--- config.mk ---
export PLATFORM = sky130hd
export DESIGN_NAME = vga_sync_rx_flat
export DESIGN_NICKNAME = d
export VERILOG_FILES = /design/src/rtl/vga_sync_rx_if.sv /design/src/rtl/vga_sync_rx.sv /design/src/flat_wrapper.sv
export SDC_FILE = /design/constraint.sdc
export NUM_CORES = 1
export LEC_CHECK = 0
export ABC_CLOCK_PERIOD_IN_PS = 8950
export BUFFER_PORTS_ARGS = -buffer_cell sky130_fd_sc_hd__clkbuf_2
export CORE_MARGIN = 2
export CORE_UTILIZATION = 40
export CTS_CLUSTER_DIAMETER = 30
export DETAILED_ROUTE_END_ITERATION = 6
export PLACE_DENSITY = 0.57
export SYNTH_ARGS = -nofsm -noshare
export SYNTH_HDL_FRONTEND = slang
export SYNTH_SLANG_ARGS = --single-unit
--- constraint.sdc ---
create_clock -name CLK -period 8.95 [get_ports CLK]
set_input_delay 1.79 -clock CLK [delete_from_list [all_inputs] [get_ports CLK]]
set_output_delay 1.79 -clock CLK [all_outputs]
set_load 0.005 [all_outputs]
--- src/rtl/vga_sync_rx_if.sv ---
// Incoming VGA source pins: active-low HSync/VSync plus one RGB332 pixel.
// The source drives the master side; vga_sync_rx receives on the slave side.
interface vga_sync_rx_if;
  logic       HSync;
  logic       VSync;
  logic [2:0] Red;
  logic [2:0] Green;
  logic [1:0] Blue;

  modport master (output HSync, output VSync, output Red, output Green, output Blue);
  modport slave  (input  HSync, input  VSync, input  Red, input  Green, input  Blue);
endinterface

--- src/rtl/vga_sync_rx.sv ---
// VGA receive side: recovers x/y/active from external sync, measures timing, declares lock.
// Define VGA_SYNC_RX_CAPTURE_EN to add the 32x32 one-bit window capture into a 128x8 bitmap.
module vga_sync_rx #(
  parameter int unsigned H_START  = 144,
  parameter int unsigned V_START  = 35,
  parameter int unsigned H_ACTIVE = 640,
  parameter int unsigned V_ACTIVE = 480,
  parameter int unsigned WIN_X    = 50,
  parameter int unsigned WIN_Y    = 60
) (
  input  logic                CLK,
  input  logic                RST,
  vga_sync_rx_if.slave        vga,
  output logic [9:0]          x,
  output logic [9:0]          y,
  output logic                active,
  output logic [9:0]          line_len,
  output logic [9:0]          frame_lines,
  output logic                locked,
  output logic                cap_done,
  input  logic [6:0]          rd_addr,
  output logic [7:0]          rd_data
);

  localparam logic [10:0] H_LO    = 11'(H_START);
  localparam logic [10:0] H_HI    = 11'(H_START + H_ACTIVE);
  localparam logic [10:0] V_LO    = 11'(V_START);
  localparam logic [10:0] V_HI    = 11'(V_START + V_ACTIVE);
  localparam logic [9:0]  H_OFF   = 10'(H_START);
  localparam logic [9:0]  V_OFF   = 10'(V_START);
  localparam logic [9:0]  MIN_LEN = 10'd64;

  typedef enum logic [1:0] {SEARCH, MEASURE, LOCKED} state_t;

  state_t      state_q, state_d;
  logic [2:0]  hs_q, hs_d;
  logic [2:0]  vs_q, vs_d;
  logic        hs_fall, vs_fall;
  logic [9:0]  hcnt_q, hcnt_d;
  logic [9:0]  vcnt_q, vcnt_d;
  logic [9:0]  line_len_q, line_len_d;
  logic [9:0]  frame_lines_q, frame_lines_d;
  logic [9:0]  x_q, x_d, y_q, y_d;
  logic        active_q, active_d;
  logic [9:0]  x_c, y_c;
  logic        active_c;
  logic [9:0]  new_len, new_lines;
  logic [9:0]  ref_len_q, ref_len_d;
  logic [9:0]  ref_lines_q, ref_lines_d;
  logic [9:0]  cand_q, cand_d;
  logic        seen_q, seen_d;
  logic        ok_q, ok_d;
  logic [9:0]  fold_cand;
  logic        fold_seen, fold_ok;

  // Sync chain, counters and registered coordinate outputs
  always_comb begin
    hs_d          = {hs_q[1:0], vga.HSync};
    vs_d          = {vs_q[1:0], vga.VSync};
    hs_fall       = hs_q[2] & ~hs_q[1];
    vs_fall       = vs_q[2] & ~vs_q[1];
    new_len       = hcnt_q + 10'd1;
    new_lines     = vcnt_q + 10'd1;
    hcnt_d        = hcnt_q;
    vcnt_d        = vcnt_q;
    line_len_d    = line_len_q;
    frame_lines_d = frame_lines_q;

    if (hs_fall)             hcnt_d = '0;
    else if (hcnt_q != '1)   hcnt_d = hcnt_q + 10'd1;

    if (vs_fall)             vcnt_d = '0;
    else if (hs_fall)        vcnt_d = vcnt_q + 10'd1;

    if (hs_fall) line_len_d    = new_len;
    if (vs_fall) frame_lines_d = new_lines;

    x_c      = hcnt_q - H_OFF;
    y_c      = vcnt_q - V_OFF;
    active_c = (state_q == LOCKED) &&
               ({1'b0, hcnt_q} >= H_LO) && ({1'b0, hcnt_q} < H_HI) &&
               ({1'b0, vcnt_q} >= V_LO) && ({1'b0, vcnt_q} < V_HI);
    x_d      = x_c;
    y_d      = y_c;
    active_d = active_c;
  end

  // Lock FSM
  always_comb begin
    state_d     = state_q;
    ref_len_d   = ref_len_q;
    ref_lines_d = ref_lines_q;
    cand_d      = cand_q;
    seen_d      = seen_q;
    ok_d        = ok_q;
    fold_cand   = cand_q;
    fold_seen   = seen_q;
    fold_ok     = ok_q;

    // A line closing on the same cycle as VSync still belongs to the frame being judged
    if (hs_fall) begin
      if (!seen_q) begin
        fold_seen = 1'b1;
        fold_cand = new_len;
        fold_ok   = (new_len >= MIN_LEN);
      end else begin
        fold_ok   = ok_q && (new_len == cand_q);
      end
    end

    unique case (state_q)
      SEARCH: begin
        if (vs_fall) begin
          state_d = MEASURE;
          seen_d  = 1'b0;
          ok_d    = 1'b1;
        end
      end
      MEASURE: begin
        seen_d = fold_seen;
        ok_d   = fold_ok;
        cand_d = fold_cand;
        if (vs_fall) begin
          if (fold_seen && fold_ok) begin
            state_d     = LOCKED;
            ref_len_d   = fold_cand;
            ref_lines_d = new_lines;
          end
          seen_d = 1'b0;
          ok_d   = 1'b1;
        end
      end
      LOCKED: begin
        if ((hs_fall && (new_len != ref_len_q)) ||
            (vs_fall && (new_lines != ref_lines_q)) ||
            (hcnt_d == '1))
          state_d = SEARCH;
      end
      default: state_d = SEARCH;
    endcase
  end

  always_ff @(posedge CLK or posedge RST) begin
    if (RST) begin
      state_q       <= SEARCH;
      hs_q          <= '1;
      vs_q          <= '1;
      hcnt_q        <= '0;
      vcnt_q        <= '0;
      line_len_q    <= '0;
      frame_lines_q <= '0;
      x_q           <= '0;
      y_q           <= '0;
      active_q      <= 1'b0;
      ref_len_q     <= '0;
      ref_lines_q   <= '0;
      cand_q        <= '0;
      seen_q        <= 1'b0;
      ok_q          <= 1'b0;
    end else begin
      state_q       <= state_d;
      hs_q          <= hs_d;
      vs_q          <= vs_d;
      hcnt_q        <= hcnt_d;
      vcnt_q        <= vcnt_d;
      line_len_q    <= line_len_d;
      frame_lines_q <= frame_lines_d;
      x_q           <= x_d;
      y_q           <= y_d;
      active_q      <= active_d;
      ref_len_q     <= ref_len_d;
      ref_lines_q   <= ref_lines_d;
      cand_q        <= cand_d;
      seen_q        <= seen_d;
      ok_q          <= ok_d;
    end
  end

  assign x           = x_q;
  assign y           = y_q;
  assign active      = active_q;
  assign line_len    = line_len_q;
  assign frame_lines = frame_lines_q;
  assign locked      = (state_q == LOCKED);

`ifdef VGA_SYNC_RX_CAPTURE_EN
  logic [2:0][7:0] rgb_q, rgb_d;
  logic [7:0]      shreg_q, shreg_d;
  logic            cap_done_q, cap_done_d;
  logic [7:0]      rd_data_q, rd_data_d;
  logic [7:0]      mem [128];
  logic [9:0]      xw, yw;
  logic            in_win, g_bit, we;
  logic [6:0]      waddr;
  logic [7:0]      wdata;
  logic            unused_rgb;

  // RGB rides three stages so stage 3 lines up with hcnt/vcnt
  always_comb begin
    rgb_d      = {rgb_q[1:0], vga.Red, vga.Green, vga.Blue};
    g_bit      = |rgb_q[2][4:2];
    xw         = x_c - 10'(WIN_X);
    yw         = y_c - 10'(WIN_Y);
    in_win     = active_c && (xw < 10'd32) && (yw < 10'd32);
    shreg_d    = in_win ? {shreg_q[6:0], g_bit} : shreg_q;
    wdata      = {shreg_q[6:0], g_bit};
    waddr      = {yw[4:0], xw[4:3]};
    we         = in_win && (xw[2:0] == 3'd7);
    cap_done_d = we && (waddr == 7'd127);
    rd_data_d  = mem[rd_addr];
  end

  assign unused_rgb = ^{rgb_q[2][7:5], rgb_q[2][1:0]};

  always_ff @(posedge CLK) begin
    if (we) mem[waddr] <= wdata;
  end

  always_ff @(posedge CLK or posedge RST) begin
    if (RST) begin
      rgb_q      <= '0;
      shreg_q    <= '0;
      cap_done_q <= 1'b0;
      rd_data_q  <= '0;
    end else begin
      rgb_q      <= rgb_d;
      shreg_q    <= shreg_d;
      cap_done_q <= cap_done_d;
      rd_data_q  <= rd_data_d;
    end
  end

  assign cap_done = cap_done_q;
  assign rd_data  = rd_data_q;
`else
  logic unused_cap;

  assign unused_cap = ^{rd_addr, vga.Red, vga.Green, vga.Blue, 10'(WIN_X), 10'(WIN_Y)};
  assign cap_done   = 1'b0;
  assign rd_data    = '0;
`endif

endmodule

--- src/flat_wrapper.sv ---
// flat-port wrapper written by rule: the top's interface ports become plain ports
module vga_sync_rx_flat 
#(
  parameter int unsigned H_START  = 144,
  parameter int unsigned V_START  = 35,
  parameter int unsigned H_ACTIVE = 640,
  parameter int unsigned V_ACTIVE = 480,
  parameter int unsigned WIN_X    = 50,
  parameter int unsigned WIN_Y    = 60
)
  (CLK, RST, x, y, active, line_len, frame_lines, locked, cap_done, rd_addr, rd_data, vga_HSync, vga_VSync, vga_Red, vga_Green, vga_Blue);
  vga_sync_rx_if vga_i ();
  input  logic CLK;
  input  logic RST;
  output logic [9:0] x;
  output logic [9:0] y;
  output logic active;
  output logic [9:0] line_len;
  output logic [9:0] frame_lines;
  output logic locked;
  output logic cap_done;
  input  logic [6:0] rd_addr;
  output logic [7:0] rd_data;
  input wire logic [$bits(vga_i.HSync)-1:0] vga_HSync;
  input wire logic [$bits(vga_i.VSync)-1:0] vga_VSync;
  input wire logic [$bits(vga_i.Red)-1:0] vga_Red;
  input wire logic [$bits(vga_i.Green)-1:0] vga_Green;
  input wire logic [$bits(vga_i.Blue)-1:0] vga_Blue;
  assign vga_i.HSync = vga_HSync;
  assign vga_i.VSync = vga_VSync;
  assign vga_i.Red = vga_Red;
  assign vga_i.Green = vga_Green;
  assign vga_i.Blue = vga_Blue;
  vga_sync_rx #(.H_START(H_START), .V_START(V_START), .H_ACTIVE(H_ACTIVE), .V_ACTIVE(V_ACTIVE), .WIN_X(WIN_X), .WIN_Y(WIN_Y)) u_core (.CLK(CLK), .RST(RST), .vga(vga_i), .x(x), .y(y), .active(active), .line_len(line_len), .frame_lines(frame_lines), .locked(locked), .cap_done(cap_done), .rd_addr(rd_addr), .rd_data(rd_data));
endmodule
Word-level counts from Yosys, hierarchy flattened
Cells that the tools add are included.

Output and inout bits: 51. Logic and storage cells: 75. Input bits: 19. Register bits after elaboration: 101.

Equality and inequality tests: 11. Bitwise logic cells: 4. Mux-type cells: 20. $lt $le $gt $ge: 5. Reductions and logical operators: 16. Add/subtract/negate cells: 4.

Operator list (count): $mux 10 (6); $add 10x1->10 const B (2); $lt 10x10->1 const B (2); $ne 10x10->1 (2); $eq 10x10->1 (1); $eq 10x10->1 const B (1); $ge 10x6->1 const B (1); $ge 10x7->1 const B (1); $ge 10x8->1 const B (1); $ne 10x10->1 const B (1); $sub 10x6->10 const B (1); $sub 10x8->10 const B (1); $logic_and 1x1->1 (8); $mux 2 (4); $ne 2x1->1 const B (4); $mux 1 (7); $pmux 2 s3 (1); $pmux 1 s2 (2); $reduce_and 4->1 (1); $reduce_bool 2->1 (2); $reduce_and 3->1 (1); $and 1x1->1 (2); $eq 2x1->1 const B (1); $eq 2x2->1 const B (1); other kinds (4) (6).

Depth between registers and ports, before layout
Gate-level depths: netlist (run 1).

Word-level depth: 9. Mapped depth: 12. Gate-level depth less buffers: 9.

Worst setup path before layout (run 1)
OpenSTA, ideal clock, no wires.

Path type: reg-to-reg. Start: reg u_core.hcnt_q[0]. End: reg u_core.ref_lines_q[1]. Data arrival time: 3020 ps. Setup slack: 5802 ps. Data required time: 8822 ps. Cell stages (with the launch flop): 13. Clock period less this slack: 3148 ps. Library setup time: 128 ps. Cell sequence: dfrtp_1 > buf_2 > inv_1 > ha_1 > clkbuf_1 > xnor2_1 > and3_1 > nand3_1 > or4b_1 > o41a_4 > nor2_8 > buf_6 > mux2_1.

Word-level cells in the longest chain between the ends: 7. Elaborated cells on any way between the ends: 8. Classes of those cells: add/sub (1); order compare (1); eq/ne (1); mux (2); reduce/logical (3).

RTL lines: start, declared (line vga_sync_rx.sv:39) `logic [9:0] hcnt_q, hcnt_d;`; start signal, assigned (line vga_sync_rx.sv:164) `hcnt_q <= hcnt_d;`; $add 10x1->10 (*) (line vga_sync_rx.sv:62) `new_len = hcnt_q + 10'd1;`; net u_core.new_len[0] (line vga_sync_rx.sv:47) `logic [9:0] new_len, new_lines;`; parallel branches: the longest is 2 deep, another holds $ge 10x7->1; $mux 1 (*) (line vga_sync_rx.sv:102) `if (!seen_q) begin`; $mux 1 (*) (line vga_sync_rx.sv:101) `if (hs_fall) begin`; $logic_and 1x1->1 (*) (line vga_sync_rx.sv:124) `if (fold_seen && fold_ok) begin`; $reduce_and 3->1 (no source line) (*); end signal, assigned (line vga_sync_rx.sv:172) `ref_lines_q <= ref_lines_d;`; end, declared (line vga_sync_rx.sv:49) `logic [9:0] ref_lines_q, ref_lines_d;`.

Mark *: on every way through the listed nets, which the timed path passes. A chain may end at the register's enable or synchronous reset.

Worst setup path in the final report (run 1)
Start: reg u_core.hcnt_q[0]. End: reg u_core.ref_len_q[4].

Word-level cells in the longest chain between the ends: 7. Elaborated cells on any way between the ends: 10. Classes of those cells: add/sub (1); order compare (1); eq/ne (1); mux (4); reduce/logical (3).

RTL lines: $add 10x1->10 (*) (line vga_sync_rx.sv:62); parallel branches: the longest is 6 deep, another holds $ge 10x7->1; end signal, assigned (line vga_sync_rx.sv:171) `ref_len_q <= ref_len_d;`; end, declared (line vga_sync_rx.sv:48) `logic [9:0] ref_len_q, ref_len_d;`.

Mark *: on every way between the ends.

==> summary.md, run 1 <==
| Metric | Value |
|---|---|
| Num ports | `70` |
| HPWL after DPL | `about 7400 µm` |
| Worst VDD drop | `between 0.00007 and 0.00008 V` |
| Cell types with the highest counts after synthesis | `sky130_fd_sc_hd__dfrtp_1, sky130_fd_sc_hd__nand2_1, sky130_fd_sc_hd__nor2_1` |
| Share of synthesized registers carrying an async set or reset | `100.0%` |
| Power density of the placed cells | `between 200 and 250 nW/µm²` |
| Total setup violations reported at the end of the flow | `0` |
| Initial standard-cell utilization of the core | `40.59%` |
| Final min period | `3809 ps` |
| Die width | `roughly 120 µm` |
| Largest area contributor in the synthesized netlist | `sky130_fd_sc_hd__dfrtp_1` |
| Number of global-route vias before repair | `around 3,300` |
| Worst Setup Path Type | `register to register` |
| Final weighted congestion in routability-driven placement | `around 0.84` |
| Number of buffers created by CTS | `9` |
| Worst relative slew slack | `between 20% and 30%` |
| Share of post-route cells with drive strength above 1 | `around 16%` |
| # H-tree levels | `3` |
| Avg Vias per Cell | `5.103` |
| Total of hold buffers inserted after clock tree synthesis | `0` |
| Clock-pin slew on the worst setup and hold paths | `approximately 70 ps` |
| Cell leakage power | `around 2.4 nW` |
| Final Hold Fails | `0` |
| Critical path launch point type | `register` |
| Per-cell routed wire length | `15.29 µm` |
| Worst-path fanout max | `15` |
| Top area cells in the synthesized netlist | `sky130_fd_sc_hd__dfrtp_1, sky130_fd_sc_hd__xnor2_1, sky130_fd_sc_hd__xor2_1` |
| Arrival @ worst endpoint | `about 4100 ps` |
| Number of nets still failing antenna checks after routing | `0` |
| Maximum number of pins on one net before global-route repair | `slightly above 60` |
| Maximum clock frequency | `between 200 and 300 MHz` |
| Area of the core | `around 13,000 µm²` |
| Final cell utilization of the core | `a little under half` |
| Number of synthesis warnings | `0` |
| Detailed Route Iter0 Violations | `290` |
| Die Footprint | `between 10,000 and 15,000 µm²` |
| Clk sink count | `approximately 100` |
| Residual overflow from global routing | `0` |
| Setup repair after global routing missed its margin | `false` |
| Number of synthesized flops with an enable pin | `0` |
| GRT Total Usage | `16.80%` |
| Leading register cell type out of synthesis | `sky130_fd_sc_hd__dfrtp_1` |
| Total number of vias | `around 3,600` |
| Clk_skew | `approximately 4.7 ps` |
| Sequential-to-total area share from yosys stat | `about 50%` |
| Max Buffers Root-to-Sink | `2` |
| Worst setup slack before clock tree synthesis | `5154 ps` |
| Net count, final | `557` |
| Clock Tree Root | `sky130_fd_sc_hd__clkbuf_16` |
| Slew at the pin with the worst max-slew slack | `approximately 1100 ps` |
| Max Slew Vio Count | `0` |
| Sum of negative setup slack | `0 ps` |
| Cell area after synthesis | `5081 µm²` |
| Height of the die | `around 120 µm` |
| TritonCTS clock tree | `yes` |
| Final worst path period share | `about 43%` |
| Max-Cap Viols | `0` |
| Layout overhead on the synthesized area | `11.40%` |
| Count of buffers inserted at the top-level ports | `between 40 and 50` |
| Avg Inst Size Synth | `roughly 10 µm²` |
| Delay contributed by the slowest stage of the critical path | `roughly 700 ps` |
| Worst-path cell with the longest stage delay | `sky130_fd_sc_hd__dfrtp_1` |
| Count of mapped cells out of synthesis | `a little over 500` |
| Final worst-path setup slack | `approximately 5000 ps` |
| Area share of the leading cell type in the synthesized netlist | `46.79%` |
| Total inserted antenna cells | `0` |
| Cell Chain, Critical Path | `ha_1 > nand3_2 > nor2_2 > xnor3_1 > or4b_1 > o41a_4 > nor2_8 > mux2_2` |
| Wirelength, routed | `~11,000 µm` |
| Leading cell type by number of instances after synthesis | `sky130_fd_sc_hd__dfrtp_1` |
| Post-synthesis sequential element count | `between 100 and 150` |
| Type of element capturing the critical path | `register` |
| Floorplan row count | `a little over 40` |
| Worst Path Required | `~9200 ps` |
| First-pass GRT wire length | `17,480 µm` |
| Hold Path Class | `register to register` |
| Worst-Skew Late Latency | `350 ps` |
| Post-CTS sizing | `0` |
| Outcome | `completed` |
| Initial antenna violation count | `0` |
| Post-route DRC violation count | `0` |
| Pre-Repair DR Iteration Count | `4` |
| Count of distinct cell types in the synthesized netlist | `59` |
| Number of setup buffers added after CTS | `0` |
-- report_power, final --
part	internal (W)	switching [W]
registers	0.000548	0.0000924
clock network	0.000225	0.000174
logic	0.000158	0.000164
-- layout make-up --
type,instances,area (µm²)
clock buffers,11,242.7
clock inverters,5,58.81
fillers,1214,6857
inverters,11,43.79
multi-input cells,362,2325
flip-flops and latches,101,2535
well taps,172,215.2
repair buffers,47,240.2
-- state kept, by name (all words and copies together) (netlist names) --
| signal | count |
|---|---|
| u_core.active | 1 |
| u_core.seen_q | 1 |
| u_core.cand_q | 10 |
| u_core.frame_lines | 10 |
| u_core.vcnt_q | 10 |
| u_core.ref_len_q | 10 |
| u_core.hcnt_q | 10 |
| u_core.x | 10 |
| u_core.ref_lines_q | 10 |
| u_core.vs_q | 3 |
| u_core.line_len | 10 |
| u_core.y | 10 |
| u_core.ok_q | 1 |
| u_core.hs_q | 3 |
| u_core.state_q | 2 |
-- cells in the final DEF (no fill, tap or decap), types with 10 or more instances in the layout --
cell / n
sky130_fd_sc_hd__a21oi_1: 35
sky130_fd_sc_hd__clkbuf_2: 45
sky130_fd_sc_hd__dfrtp_1: 95
sky130_fd_sc_hd__inv_1: 10
sky130_fd_sc_hd__nand2_1: 50
sky130_fd_sc_hd__nand3_1: 12
sky130_fd_sc_hd__nor2_1: 50
sky130_fd_sc_hd__o21ai_0: 34
sky130_fd_sc_hd__xnor2_1: 30
sky130_fd_sc_hd__xor2_1: 30
-- worst paths after layout --
kind                                                    to                  startpoint  cells past startpoint  slack, ps
max                        u_core.ref_len_q[4]$_DFFE_PP0P_  u_core.hcnt_q[0]$_DFF_PP0_                      8       5140
min                               u_core.vs_q[1]$_DFF_PP1_    u_core.vs_q[0]$_DFF_PP1_                      0        360
max reg2reg                u_core.ref_len_q[4]$_DFFE_PP0P_  u_core.hcnt_q[0]$_DFF_PP0_                      8       5140
min reg2reg                       u_core.vs_q[1]$_DFF_PP1_    u_core.vs_q[0]$_DFF_PP1_                      0        360
max in group asynchronous   u_core.line_len[0]$_DFFE_PP0P_                         RST                      3       6320
min in group asynchronous            u_core.y[1]$_DFF_PP0_                         RST                      2       1470
-- layer usage --
metal  share of wire [%]  track usage [%]  vias to the layer above
li1                    -                -                     1763
met1                  50            25.15                     1761
met2                  44            24.82                       82
met3                 4.7            2.180                       12
met4                 1.5            6.353                        0
met5                   0                0                        -
-- critical path: cells and delay by family, from the launching register on --
family	cells	cell delay (ps)
multiplexers	1	380
AO/OA/AOI/OAI	1	470
adder cells (fa/ha/maj)	1	470
flip-flops	1	700
XOR/XNOR	1	240
AND/OR/NAND/NOR	4	1420
-- kinds of logic after synthesis --
| kind of cell | share of synthesized area [%] |
|---|---|
| AO/OA/AOI/OAI | 11.65 |
| XOR/XNOR | 11.77 |
| flip-flops | 49.89 |
| adder cells (fa/ha/maj) | 1.477 |
| buffers and inverters | 4.999 |
| other | 0.07380 |
| AND/OR/NAND/NOR | 16.18 |
| multiplexers | 3.965 |
-- stage by stage --
stage,cell area [µm²],hold WS (ps),power [W],instances
2_1_floorplan,5111,345.2,0.0008834,516
3_3_place_gp,5359,345.2,0.0009595,693
3_5_place_dp,5359,347.5,0.0009712,693
4_1_cts,5660,357.7,0.001371,709
5_1_grt,5660,359.2,0.001438,709
6_report,5660,357.0,0.001361,709
Note: power is estimated with default switching activity, not from simulation.
==> run 2, diff against run 1 <==
- ABC_CLOCK_PERIOD_IN_PS: 8950 -> 3500
- PLACE_DENSITY: 0.57 -> 0.59
- clock period: 8.95 -> 3.5 ns (I/O delays scaled with it)
==> summary.md, run 2 (same netlist as run 1, synthesis figures left out) <==
| Metric | Value |
|---|---|
| Switching fraction of total power | `31.04% (-0.55 points)` |
| Met2 global-route usage | `25.47% (+0.66 points)` |
| Maximum number of pins on one net before global-route repair | `61 (unchanged)` |
| Sequential share of power | `45.0% (-2.1 points)` |
| Hold Path Class | `register to register` |
| Worst-Skew Late Latency | `340 ps (about the same)` |
| First-pass GRT wire length | `17,930 µm (+2.5%)` |
| Clk sink count | `101 (unchanged)` |
| Count of buffers inserted at the top-level ports | `45 (unchanged)` |
| Total of hold buffers inserted after clock tree synthesis | `0 (unchanged)` |
| Initial standard-cell utilization of the core | `40.59% (unchanged)` |
| Number of setup buffers added after CTS | `0 (unchanged)` |
| Worst Path Required | `3730 ps (-5460 ps)` |
| Global-route met1 utilization | `24.98% (-0.17 points)` |
| Num ports | `70 (unchanged)` |
| Die width | `116.7 µm (unchanged)` |
| Detailed Route Iter0 Violations | `312 (+7.6%)` |
| Post-CTS sizing | `0 (unchanged)` |
| Clock-pin slew on the worst setup and hold paths | `70 ps (about the same)` |
| Max-Cap Viols | `0 (unchanged)` |
| Setup repair after global routing missed its margin | `false` |
| GRT Total Usage | `17.04% (+0.24 points)` |
| Final Hold Fails | `0 (unchanged)` |
| Initial antenna violation count | `0 (unchanged)` |
| Power density of the placed cells | `621.4 nW/µm² (+160%)` |
| Final worst-path setup slack | `264.2 ps (-4876 ps)` |
| Clock Tree Root | `sky130_fd_sc_hd__clkbuf_16` |
| Hold Crit Depth | `0 (unchanged)` |
| Worst setup slack before clock tree synthesis | `280.1 ps (-4874 ps)` |
| Area of the core | `12,520 µm² (unchanged)` |
| Worst Setup Path Type | `register to register` |
| Clk_skew | `6.258 ps (+1.534 ps)` |
| # H-tree levels | `3 (unchanged)` |
| Worst-case reg-to-reg path depth | `8 (unchanged)` |
| Critical path launch point type | `register` |
| Share of power burned in the clock network | `29.7% (+0.4 points)` |
| Net count, final | `572 (+2.7%)` |
| Type of element capturing the critical path | `register` |
| Commonest non-fill, non-tap cell in the layout | `sky130_fd_sc_hd__dfrtp_1` |
| Most used routing layer in global routing | `met2` |
| Final weighted congestion in routability-driven placement | `0.8512 (+1.6%)` |
| Height of the die | `116.7 µm (unchanged)` |
| Total setup violations reported at the end of the flow | `0 (unchanged)` |
| Logic pwr share | `25.3% (+1.7 points)` |
| Int Pwr | `0.002484 W (+170%)` |
| Most frequent cells in the layout | `sky130_fd_sc_hd__dfrtp_1, sky130_fd_sc_hd__nand2_1, sky130_fd_sc_hd__nor2_1` |
| Avg Vias per Cell | `5.101 (about the same)` |
| Routing usage on met3 | `2.128% (-0.052 points)` |
| Layout overhead on the synthesized area | `14.11%` |
| Sum of negative setup slack | `0 ps (unchanged)` |
| Cell leakage power | `2.528 nW (+3.6%)` |
| Arrival @ worst endpoint | `3460 ps (-590 ps)` |
| Number of buffers created by CTS | `9 (unchanged)` |
| Maximum clock frequency | `309.0 MHz (+18%)` |
| Max Slew Vio Count | `0 (unchanged)` |
| Slew at the pin with the worst max-slew slack | `1185 ps (+62.89 ps)` |
| Worst-path fanout max | `15 (unchanged)` |
| Per-cell routed wire length | `15.17 µm (-0.82%)` |
| Max Buffers Root-to-Sink | `2 (unchanged)` |
| Number of global-route vias before repair | `3,491 (+5.8%)` |
| Switching power of the nets | `0.001118 W (+160%)` |
| Floorplan row count | `41 (unchanged)` |
| Outcome | `completed` |
| TritonCTS clock tree | `yes` |
| Total inserted antenna cells | `0 (unchanged)` |
| Worst VDD drop | `0.0002443 V (+220%)` |
| Final worst path period share | `92.45% (+50 points)` |
| Residual overflow from global routing | `0 (unchanged)` |
| HPWL after DPL | `7563 µm (+1.9%)` |
| Filler Cells Inserted | `1,188 (-2.1%)` |
| Share of post-route cells with drive strength above 1 | `18.30% (+1.9 points)` |
| Final min period | `3236 ps (-573.5 ps)` |
| Number of nets still failing antenna checks after routing | `0 (unchanged)` |
| Die Footprint | `13,620 µm² (unchanged)` |
| Total number of vias | `3,693 (+2.1%)` |
| Post-route DRC violation count | `0 (unchanged)` |
| Worst relative slew slack | `20.66% (-4.3 points)` |
| Wirelength, routed | `10,980 µm (+1.3%)` |
| Reg-to-reg setup timing slack | `260 ps (-4880 ps)` |
| Pre-Repair DR Iteration Count | `4 (unchanged)` |
[run 2: cell count changes in the layout (fill, tap and decap cells not counted), sizes merged]
cell / previous run / this run
buf: 2 / 17
bufinv: 1 / 2
clkinvlp: 2 / 1
[run 2: worst paths after layout]
path	start	to
worst max-delay path	u_core.hcnt_q[0]$_DFF_PP0_	u_core.ref_len_q[6]$_DFFE_PP0P_
worst min-delay path	u_core.vs_q[0]$_DFF_PP1_	u_core.vs_q[1]$_DFF_PP1_
worst max register to register	u_core.hcnt_q[0]$_DFF_PP0_	u_core.ref_len_q[6]$_DFFE_PP0P_
worst min register to register	u_core.vs_q[0]$_DFF_PP1_	u_core.vs_q[1]$_DFF_PP1_
max in group asynchronous	RST	u_core.vs_q[0]$_DFF_PP1_
min in group asynchronous	RST	u_core.y[0]$_DFF_PP0_
[run 2: critical path, cell delays in order, from the launching register on]
cell and delay, ps:
sky130_fd_sc_hd__dfrtp_1 490, sky130_fd_sc_hd__ha_1 410, sky130_fd_sc_hd__and4_4 310, sky130_fd_sc_hd__xnor3_1 150
sky130_fd_sc_hd__nand3_1 70, sky130_fd_sc_hd__or4b_1 520, sky130_fd_sc_hd__o41a_4 470, sky130_fd_sc_hd__nor2_8 310
sky130_fd_sc_hd__mux2_2 380
[run 2: power groups by stage]
| stage | sequential (W) | combinational [W] | clock (W) |
|---|---|---|---|
| after floorplan | 0.00158 | 0.000684 | 0 |
| after global placement | 0.00162 | 0.000892 | 0 |
| after global routing | 0.00165 | 0.00103 | 0.00113 |
| final | 0.00162 | 0.000911 | 0.00107 |
| after CTS | 0.00162 | 0.000920 | 0.00109 |
| after detailed placement | 0.00163 | 0.000911 | 0 |
[run 2: through the flow]
step | hold slack (ps) | total power [W] | util (%) | instances | area [µm²]
detailed placement | 348.1 | 0.002545 | 43.79 | 708 | 5482
global placement | 345.3 | 0.002515 | 43.79 | 708 | 5482
global route | 360.1 | 0.003813 | 46.32 | 724 | 5798
floorplan | 345.2 | 0.002259 | - | 516 | 5111
finish | 357.8 | 0.003603 | 46.32 | 724 | 5798
CTS | 358.7 | 0.003630 | 46.32 | 724 | 5798
[run 2: metal layers]
metal	routed length, µm	part of all wire (%)
met1	5433	49
met3	433	3.9
met2	4914	45
met5	0	0
met4	199	1.8
[run 2: final cells by class]
type | instances | area (µm²) | area share, %
Clock buffer | 11 | 232.7 | 4.014
Inverter | 11 | 43.79 | 0.7553
Sequential cell | 101 | 2535 | 43.72
Timing Repair Buffer | 62 | 365.4 | 6.301
Clock inverter | 5 | 83.83 | 1.446
Multi-Input combinational cell | 362 | 2322 | 40.05
Tap cell | 172 | 215.2 | 3.712
